$ cat src/rtl/core_pkg.sv
// core_pkg: shared encodings and FSM state type for the pipeline control blocks
package core_pkg;
    localparam logic [1:0] ALU_SRC = 2'b00;
    localparam logic [1:0] MEM_SRC = 2'b01;
    localparam logic [1:0] PC_SRC  = 2'b10;
    localparam logic [1:0] CSR     = 2'b11;
    localparam logic [1:0] FWD_RF  = 2'b00;
    localparam logic [1:0] FWD_WB  = 2'b01;
    localparam logic [1:0] FWD_MEM = 2'b10;
    typedef enum logic [1:0] {RUN, MEM_WAIT, MD_BUSY} hz_state_t;
endpackage

$ cat src/rtl/fwd_unit.sv
// fwd_unit: operand forward select for one EX source register
module fwd_unit
    import core_pkg::*;
(
    input  logic [4:0] rs,
    input  logic [4:0] mem_rd,
    input  logic       mem_regWrite,
    input  logic [1:0] mem_regSrc,
    input  logic [4:0] wb_rd,
    input  logic       wb_regWrite,
    output logic [1:0] sel
);
    // MEM wins over WB; a load in MEM has no data yet, so it never forwards
    assign sel = (mem_regWrite && mem_rd != 5'd0 && mem_rd == rs && mem_regSrc != MEM_SRC) ? FWD_MEM :
                 (wb_regWrite && wb_rd != 5'd0 && wb_rd == rs) ? FWD_WB : FWD_RF;
endmodule

$ cat src/rtl/hazard_ctrl.sv
// hazard_ctrl: forwarding, stall/flush sequencing, mul/div start and memory timeout for the 5-stage core
module hazard_ctrl
    import core_pkg::*;
#(
    parameter int MEM_TIMEOUT = 64,
    parameter int CNT_W       = 32
) (
    input  logic             clk,
    input  logic             rst,
    input  logic [4:0]       id_rs1,
    input  logic [4:0]       id_rs2,
    input  logic             id_use_rs1,
    input  logic             id_use_rs2,
    input  logic [4:0]       ex_rs1,
    input  logic [4:0]       ex_rs2,
    input  logic [4:0]       ex_rd,
    input  logic             ex_regWrite,
    input  logic [1:0]       ex_regSrc,
    input  logic             ex_md_op,
    input  logic             ex_redirect,
    input  logic [4:0]       mem_rd,
    input  logic             mem_regWrite,
    input  logic [1:0]       mem_regSrc,
    input  logic             mem_req,
    input  logic             dmem_ready,
    input  logic [4:0]       wb_rd,
    input  logic             wb_regWrite,
    input  logic             md_done,
    output logic [1:0]       fwd_a,
    output logic [1:0]       fwd_b,
    output logic             stall_if,
    output logic             stall_id,
    output logic             stall_ex,
    output logic             stall_mem,
    output logic             flush_id,
    output logic             flush_ex,
    output logic             flush_mem,
    output logic             flush_wb,
    output logic             md_start,
    output logic             mem_err,
    output logic [CNT_W-1:0] stall_cycles
);
    localparam int TW = $clog2(MEM_TIMEOUT + 1);

    hz_state_t state, next;
    logic [TW-1:0] tcnt;
    logic md_done_q;
    logic load_use, mem_stall, run, md_hold, md_rel, timeout;

    fwd_unit u_fwd_a (.rs(ex_rs1), .mem_rd, .mem_regWrite, .mem_regSrc, .wb_rd, .wb_regWrite, .sel(fwd_a));
    fwd_unit u_fwd_b (.rs(ex_rs2), .mem_rd, .mem_regWrite, .mem_regSrc, .wb_rd, .wb_regWrite, .sel(fwd_b));

    assign load_use  = ex_regWrite && ex_regSrc == MEM_SRC && ex_rd != 5'd0 &&
                       ((id_use_rs1 && ex_rd == id_rs1) || (id_use_rs2 && ex_rd == id_rs2));
    assign mem_stall = mem_req && !dmem_ready;
    assign run       = !mem_stall && state != MD_BUSY;
    assign md_rel    = state == MD_BUSY && !mem_stall && (md_done || md_done_q);
    assign md_hold   = state == MD_BUSY && !mem_stall && !(md_done || md_done_q);
    assign timeout   = state == MEM_WAIT && mem_stall && tcnt == TW'(MEM_TIMEOUT - 1);

    // state, wait counter, captured md_done, sticky error and stall statistics
    always_ff @(posedge clk) begin
        if (rst) begin
            state        <= RUN;
            tcnt         <= '0;
            md_done_q    <= 1'b0;
            mem_err      <= 1'b0;
            stall_cycles <= '0;
        end else begin
            state        <= next;
            tcnt         <= (next == MEM_WAIT) ? ((state == MEM_WAIT) ? tcnt + 1'b1 : TW'(1)) : '0;
            md_done_q    <= state == MD_BUSY && !md_rel && (md_done || md_done_q);
            mem_err      <= mem_err || timeout;
            stall_cycles <= stall_cycles + CNT_W'(stall_if);
        end
    end

    // a memory stall freezes everything except an in-flight mul/div wait, which it overlays
    always_comb begin
        next = mem_stall ? ((state == MD_BUSY) ? MD_BUSY : timeout ? RUN : MEM_WAIT) :
               (state == MD_BUSY) ? (md_rel ? RUN : MD_BUSY) :
               ex_md_op ? MD_BUSY : RUN;
    end

    // outputs are quiet during reset so a mid-wait reset leaves no residual pulse
    always_comb begin
        stall_if  = !rst && (mem_stall || md_hold || (run && (ex_md_op || (!ex_redirect && load_use))));
        stall_id  = stall_if;
        stall_ex  = !rst && (mem_stall || md_hold || (run && ex_md_op));
        stall_mem = !rst && mem_stall;
        flush_wb  = !rst && mem_stall;
        flush_mem = !rst && (md_hold || (run && ex_md_op));
        flush_id  = !rst && run && !ex_md_op && ex_redirect;
        flush_ex  = !rst && run && !ex_md_op && (ex_redirect || load_use);
        md_start  = !rst && run && ex_md_op;
    end
endmodule

$ cat config.mk
export PLATFORM = sky130hd
export DESIGN_NAME = hazard_ctrl
export DESIGN_NICKNAME = d
export VERILOG_FILES = /design/src/rtl/core_pkg.sv /design/src/rtl/fwd_unit.sv /design/src/rtl/hazard_ctrl.sv
export SDC_FILE = /design/constraint.sdc
export NUM_CORES = 1
export LEC_CHECK = 0
export CORE_MARGIN = 1.5
export CORE_UTILIZATION = 30
export CTS_CLUSTER_DIAMETER = 50
export DETAILED_ROUTE_END_ITERATION = 6
export SYNTH_ARGS = -nofsm -noshare
export SYNTH_HDL_FRONTEND = slang
export SYNTH_SLANG_ARGS = --single-unit
$ cat constraint.sdc
create_clock -name clk -period 8.7 [get_ports clk]
set_input_delay 2.175 -clock clk [delete_from_list [all_inputs] [get_ports clk]]
set_output_delay 2.175 -clock clk [all_outputs]
set_load 0.01 [all_outputs]
==> impl_metrics.csv <==
group,metric,value,unit
sta,maxClockFrequency,152,MHz
logic_synthesis,synth_seq_area_share,36.4,%
worst_setup_path,start_kind,"input pin",
clocking,cts_sinks,43,
logic_synthesis,async_reset_ff_share,0,%
place,worst_setup_slack_after_placement,2.14,ns
cells_and_area,fraction_of_layout_cells_with_a_size_suffix_above_1,3.79,%
worst_setup_path,reg2reg_slack,5.47,ns
floorplanning,number_of_standard_cell_rows_in_the_floorplan,32,
clocking,number_of_clock_buffers_inserted_by_tritoncts,5,
worst_setup_path,arrival,4.39,ns
sta,setup_viol_count_final,0,
floorplanning,core_area,0.00769,mm²
logic_synthesis,number_of_flops_mapped_to_enable_cells_by_yosys,0,
drt,finalWirelength,5960,µm
worst_hold_path,hold_end,"md_done_q$_SDFF_PP0_",
sta,fin_setup_tns,0,ns
cells_and_area,instances_no_fill,471,
power_and_ir_drop,pwr-share-comb,15.3,%
clocking,clock_tree.buffer_depth,2,
clocking,cts_resized,0,
worst_setup_path,regToRegEndpoint,"stall_cycles[30]$_SDFF_PP0_",
clocking,clkSlewWorstSetupHoldPaths,0.08,ns
worst_setup_path,worst_ep_required_time,6.53,ns
logic_synthesis,post_synth_instance_area,0.00236,mm²
sta,worst_hold_slack,0.478,ns
clocking,clock-root-buffer,"sky130_fd_sc_hd__clkbuf_8",
job,maxCapViolCount,0,
sta,timing.slew.headroom,48.1,%
place,gp_congestion,0.822,
global_route,antenna_violations_before_repair,0,
drt,antenna_left,0,
clocking,post-cts-setup-buffers,0,
global_route,first_global_vias,2194,
cells_and_area,nets,422,
worst_setup_path,critPathLaunch,"mem_rd[0]",
sta,worstMarginPinSlew,0.776,ns
worst_hold_path,hold_path.class,"reg2reg",
clocking,number_of_levels_in_the_clock_h_tree,2,
power_and_ir_drop,power_leakage,1.18,nW
logic_synthesis,synth_fp_nets,331,
place,dp_hpwl,4620,µm
cells_and_area,layout_commonest_cell,"sky130_fd_sc_hd__clkdlybuf4s50_1",
worst_setup_path,end_kind,"primary output",
worst_setup_path,worstReg2RegStart,"state[1]$_SDFF_PP0_",
sta,rsz0062_at_grt,"false",
worst_setup_path,cp_max_fo,3,
power_and_ir_drop,share_seq_of_total_power,49.6,%
clocking,tritoncts,"yes",
floorplanning,start_util,30.7,%
sta,timing.final.hold_violations,0,
worst_setup_path,r2r_cells,10,
status,run_status,"completed",
floorplanning,chipWidth,91.7,µm
logic_synthesis,synth_cell_types,41,
logic_synthesis,syn_area_per_cell,8.53,µm²
place,port-buffer-count,96,
cells_and_area,layout.cells.most_common_list,"96 x sky130_fd_sc_hd__clkdlybuf4s50_1, 43 x sky130_fd_sc_hd__dfxtp_1, 33 x sky130_fd_sc_hd__xor2_1",
cells_and_area,area_delta_synth_final,47.8,%
power_and_ir_drop,power.switching_fraction,23.4,%
clocking,postCtsHoldBufs,0,
drt,vias_per_cell,4.85,
clocking,clk_latency,0.29,ns
floorplanning,die_area,0.00842,mm²
sta,timing.final.ws_setup,2.14,ns
power_and_ir_drop,internal_power,0.308,mW
power_and_ir_drop,pnr_total_power,0.402,mW
logic_synthesis,postSynthRegisterBits,43,
drt,number_of_design_rule_violations_left_after_detail_routing,0,
floorplanning,die_h,91.7,µm
drt,drt_first_iter_violations,73,
global_route,gr-total-overflow,0,
global_route,first_pass_grt_wire_length,9800,µm
cells_and_area,antennaDiodeCount,0,
worst_hold_path,hold_path_depth,2,
power_and_ir_drop,power.density,115,mW/mm²
global_route,grt.total_usage,13.9,%
drt,post_drt_wl_per_cell,12.7,µm
sta,maxSlewViolCount,0,
sta,finalWorstPathRequiredPeriod,6.56,ns
sta,fin_crit_sh,75.4,%
worst_hold_path,hp-start,"md_done_q$_SDFF_PP0_",
power_and_ir_drop,switching_component_of_the_power,0.0940,mW
logic_synthesis,synthCells,277,
drt,number_of_vias_in_the_routed_layout,2283,
drt,detailedRoute.firstPassIterationCount,4,
floorplanning,number_of_top_level_design_ports,97,
sta,finalClockSkew,0.00742,ns
logic_synthesis,dominantRegCellSynth,"sky130_fd_sc_hd__dfxtp_1",
logic_synthesis,ys.warnings.count,0,
place,dpl.cell_count,463,
global_route,largest_net_degree_at_the_start_of_global_routing,23,
worst_setup_path,critPathKind,"in2out",
power_and_ir_drop,share_clk_of_total_power,35.2,%
power_and_ir_drop,max-vdd-ir-drop,0.0000605,V
==> per-stage QoR <==
step / cell area [µm²] / util, %
floorplan: 2360 / -
global placement: 3390 / 44.1
detailed placement: 3390 / 44.1
CTS: 3490 / 45.4
global route: 3490 / 45.4
finish: 3490 / 45.4
==> registers in the layout, summed over array words and instances (netlist names) <==
register / flops
tcnt: 7
mem_err: 1
state: 2
md_done_q: 1
stall_cycles: 32
==> cell families after synthesis <==
logic type | count (synthesis) | share of synthesized area (%)
AND/OR/NAND/NOR | 119 | 29.1
XOR/XNOR | 46 | 17.1
flip-flops | 43 | 36.4
AO/OA/AOI/OAI | 46 | 11.4
buffers and inverters | 19 | 3.97
adder cells (fa/ha/maj) | 3 | 1.59
multiplexers | 1 | 0.424
==> critical path, stage by stage <==
cell and delay (ns):
sky130_fd_sc_hd__clkdlybuf4s50_1 0.46, sky130_fd_sc_hd__or4_1 0.54, sky130_fd_sc_hd__o221ai_1 0.24, sky130_fd_sc_hd__nor4_1 0.11, sky130_fd_sc_hd__nor4_1 0.28, sky130_fd_sc_hd__clkdlybuf4s50_1 0.58
==> cell usage after synthesis, types with 4 or more instances <==
library cell / n / share of area [%]
sky130_fd_sc_hd__nand4_1: 8 / 2.1
sky130_fd_sc_hd__xnor2_1: 13 / 4.8
sky130_fd_sc_hd__o31ai_1: 6 / 1.9
sky130_fd_sc_hd__or3_1: 11 / 2.9
sky130_fd_sc_hd__and4_1: 5 / 1.9
sky130_fd_sc_hd__o21ai_0: 13 / 2.8
sky130_fd_sc_hd__clkbuf_1: 5 / 0.79
sky130_fd_sc_hd__xor2_1: 33 / 12
sky130_fd_sc_hd__nand2_1: 13 / 2.1
sky130_fd_sc_hd__nor2b_1: 4 / 1.1
sky130_fd_sc_hd__nor2_1: 23 / 3.7
sky130_fd_sc_hd__or4_1: 10 / 3.2
sky130_fd_sc_hd__nand3_1: 15 / 3.2
sky130_fd_sc_hd__inv_1: 6 / 0.95
sky130_fd_sc_hd__a21oi_1: 20 / 4.2
sky130_fd_sc_hd__nor4_1: 10 / 2.6
sky130_fd_sc_hd__dfxtp_1: 43 / 36
sky130_fd_sc_hd__and3_1: 4 / 1.1
==> power by group through the flow <==
| stage | clock network, mW | registers, mW | logic, mW |
|---|---|---|---|
| 4_1_cts | 0.147 | 0.199 | 0.0622 |
| 6_report | 0.141 | 0.199 | 0.0613 |
| 5_1_grt | 0.155 | 0.200 | 0.0667 |
| 2_1_floorplan | 0 | 0.204 | 0.0231 |
| 3_5_place_dp | 0 | 0.204 | 0.0619 |
| 3_3_place_gp | 0 | 0.204 | 0.0611 |
==> metal layers <==
metal / GRT usage (%) / share of wire, % / up-vias
met5: 0 / 0 / -
met4: 3.08 / 0.64 / 0
met3: 3.40 / 5.2 / 4
met2: 25.0 / 49 / 54
met1: 16.8 / 46 / 1047
li1: - / - / 1178
==> layout make-up <==
class | instances | area, µm²
clock buffers | 7 | 96.3
clock inverters | 1 | 7.51
fillers | 788 | 4200
inverters | 6 | 22.5
multi-input cells | 215 | 1410
flip-flops and latches | 43 | 861
well taps | 102 | 128
repair buffers | 97 | 968
==> how the worst max path moves through the flow <==
| stage | to | slack, ns | cells after the start |
|---|---|---|---|
| 2_1_floorplan | fwd_a[0] | 3.04 | 4 |
| 3_3_place_gp | fwd_b[0] | 2.19 | 6 |
| 3_5_place_dp | fwd_a[0] | 2.14 | 6 |
| 4_1_cts | fwd_a[0] | 2.13 | 6 |
| 5_1_grt | fwd_a[0] | 1.93 | 6 |
| 6_report | fwd_a[0] | 2.14 | 6 |
No activity file was read; power rests on OpenSTA's default activity.
==> edit, RTL diff (same flow settings) <==
Re-encode `hz_state_t` (3 states) as one-hot, 3 bits wide.
--- a/src/rtl/core_pkg.sv
+++ b/src/rtl/core_pkg.sv
@@ -9,3 +9,3 @@
     localparam logic [1:0] FWD_MEM = 2'b10;
-    typedef enum logic [1:0] {RUN, MEM_WAIT, MD_BUSY} hz_state_t;
+    typedef enum logic [2:0] {RUN = 3'b001, MEM_WAIT = 3'b010, MD_BUSY = 3'b100} hz_state_t;
 endpackage
Function: same outputs for any inputs over 10 cycles, from zero or initial values and one cycle with rst high; not proved beyond that.
==> edit against the original RTL <==
- setup slack lost 85 ps
- area after synthesis is 2.6% higher
- critical endpoint unchanged
- design area grew 1.5%
- register-to-register slack lost 460 ps
- sequential share of layout area is 0.20 points higher
- total power shrank 3.9%
- sequential cell count up 1
- first-iteration DRC count rose by 2.7%
- wire length is 1.1% higher
==> edit: results <==
{
  "use_met1": 0.1587,
  "synth_fa_ha_area_frac": 0.01549,
  "synth-xor-area-share": 0.1626,
  "wl_met3_um": 327,
  "top_regs": "stall_cycles (32), tcnt (7), state (3)",
  "placed_cell_area_um2": 3462,
  "layout-drive-gt1-share": 0.03439,
  "arrival_ps": 4470,
  "vias": 2368,
  "seq_area_frac_synth": 0.3634,
  "place.detailed.hpwl_um": 4659,
  "slew_headroom": 0.5797,
  "filler_cell_count": 793,
  "grt_pass1_vias": 2303,
  "gr-usage-met2": 0.2512,
  "outcome": "finished, final reports clean",
  "crit_path_max_incr_delay_ps": 600,
  "routed_wirelength_um": 6027,
  "synthCells": 285,
  "ir_worst_vdd_mv": 0.06910,
  "grt_pass1_wl_um": 9942,
  "r2r_start": "state[2]",
  "min-delay-start": "mem_err",
  "synth_common_cells": "44 x dfxtp_1, 28 x xor2_1, 22 x nor2_1",
  "synth_cell_types": 40,
  "synthTopCellsByArea": "dfxtp_1 36%, xor2_1 10%, xnor2_1 6.1%",
  "synth-compound-area-share": 0.1110,
  "synth_nets": 339,
  "grt_use_met3": 0.04516,
  "route.met2.wl_um": 3009,
  "muxShareOfSynthArea": 0.01342
}
## edit: cell count changes after synthesis, moves of 3 or more
| cell | change |
|---|---|
| o21ai_0 | -5 |
| nor3_1 | +3 |
| xnor2_1 | +4 |
| o31ai_1 | +5 |
| nor3b_1 | +4 |
| and3_1 | -3 |
| xor2_1 | -5 |
| or4_1 | +6 |
| nand3_1 | -3 |
| or3_1 | -3 |
| nand2_1 | +6 |
| nand4_1 | -4 |
## edit: layout make-up
type                       count  area (µm²)  share of cell area
clock buffer                   5       68.82             0.01942
multi-input combinational    222        1455              0.4107
sequential                    44       880.8              0.2486
tap                          102       127.6             0.03602
timing repair buffer          97       968.4              0.2733
clock inverter                 2       12.51            0.003531
inverter                       8       30.03            0.008475
## edit: worst paths after layout
path | to | slack [ps] | depth (start not counted)
hold / removal | mem_err | 470 | 2
setup reg to reg | stall_cycles[30] | 5010 | 10
setup / recovery | fwd_a[0] | 2050 | 6
hold reg to reg | mem_err | 470 | 2
## edit: power by group through the flow
stage          logic [W]  registers (W)  clock network, W
2_1_floorplan  0.0000223       0.000209                 0
3_3_place_gp   0.0000602       0.000209                 0
3_5_place_dp   0.0000605       0.000209                 0
4_1_cts        0.0000608       0.000205          0.000127
5_1_grt        0.0000651       0.000205          0.000134
6_report       0.0000600       0.000205          0.000122
## edit: critical path: cells and delay by family
| kind | cells | cell delay [ps] |
|---|---|---|
| buffers and inverters | 2 | 1060 |
| AND/OR/NAND/NOR | 3 | 1010 |
| AO/OA/AOI/OAI | 1 | 230 |
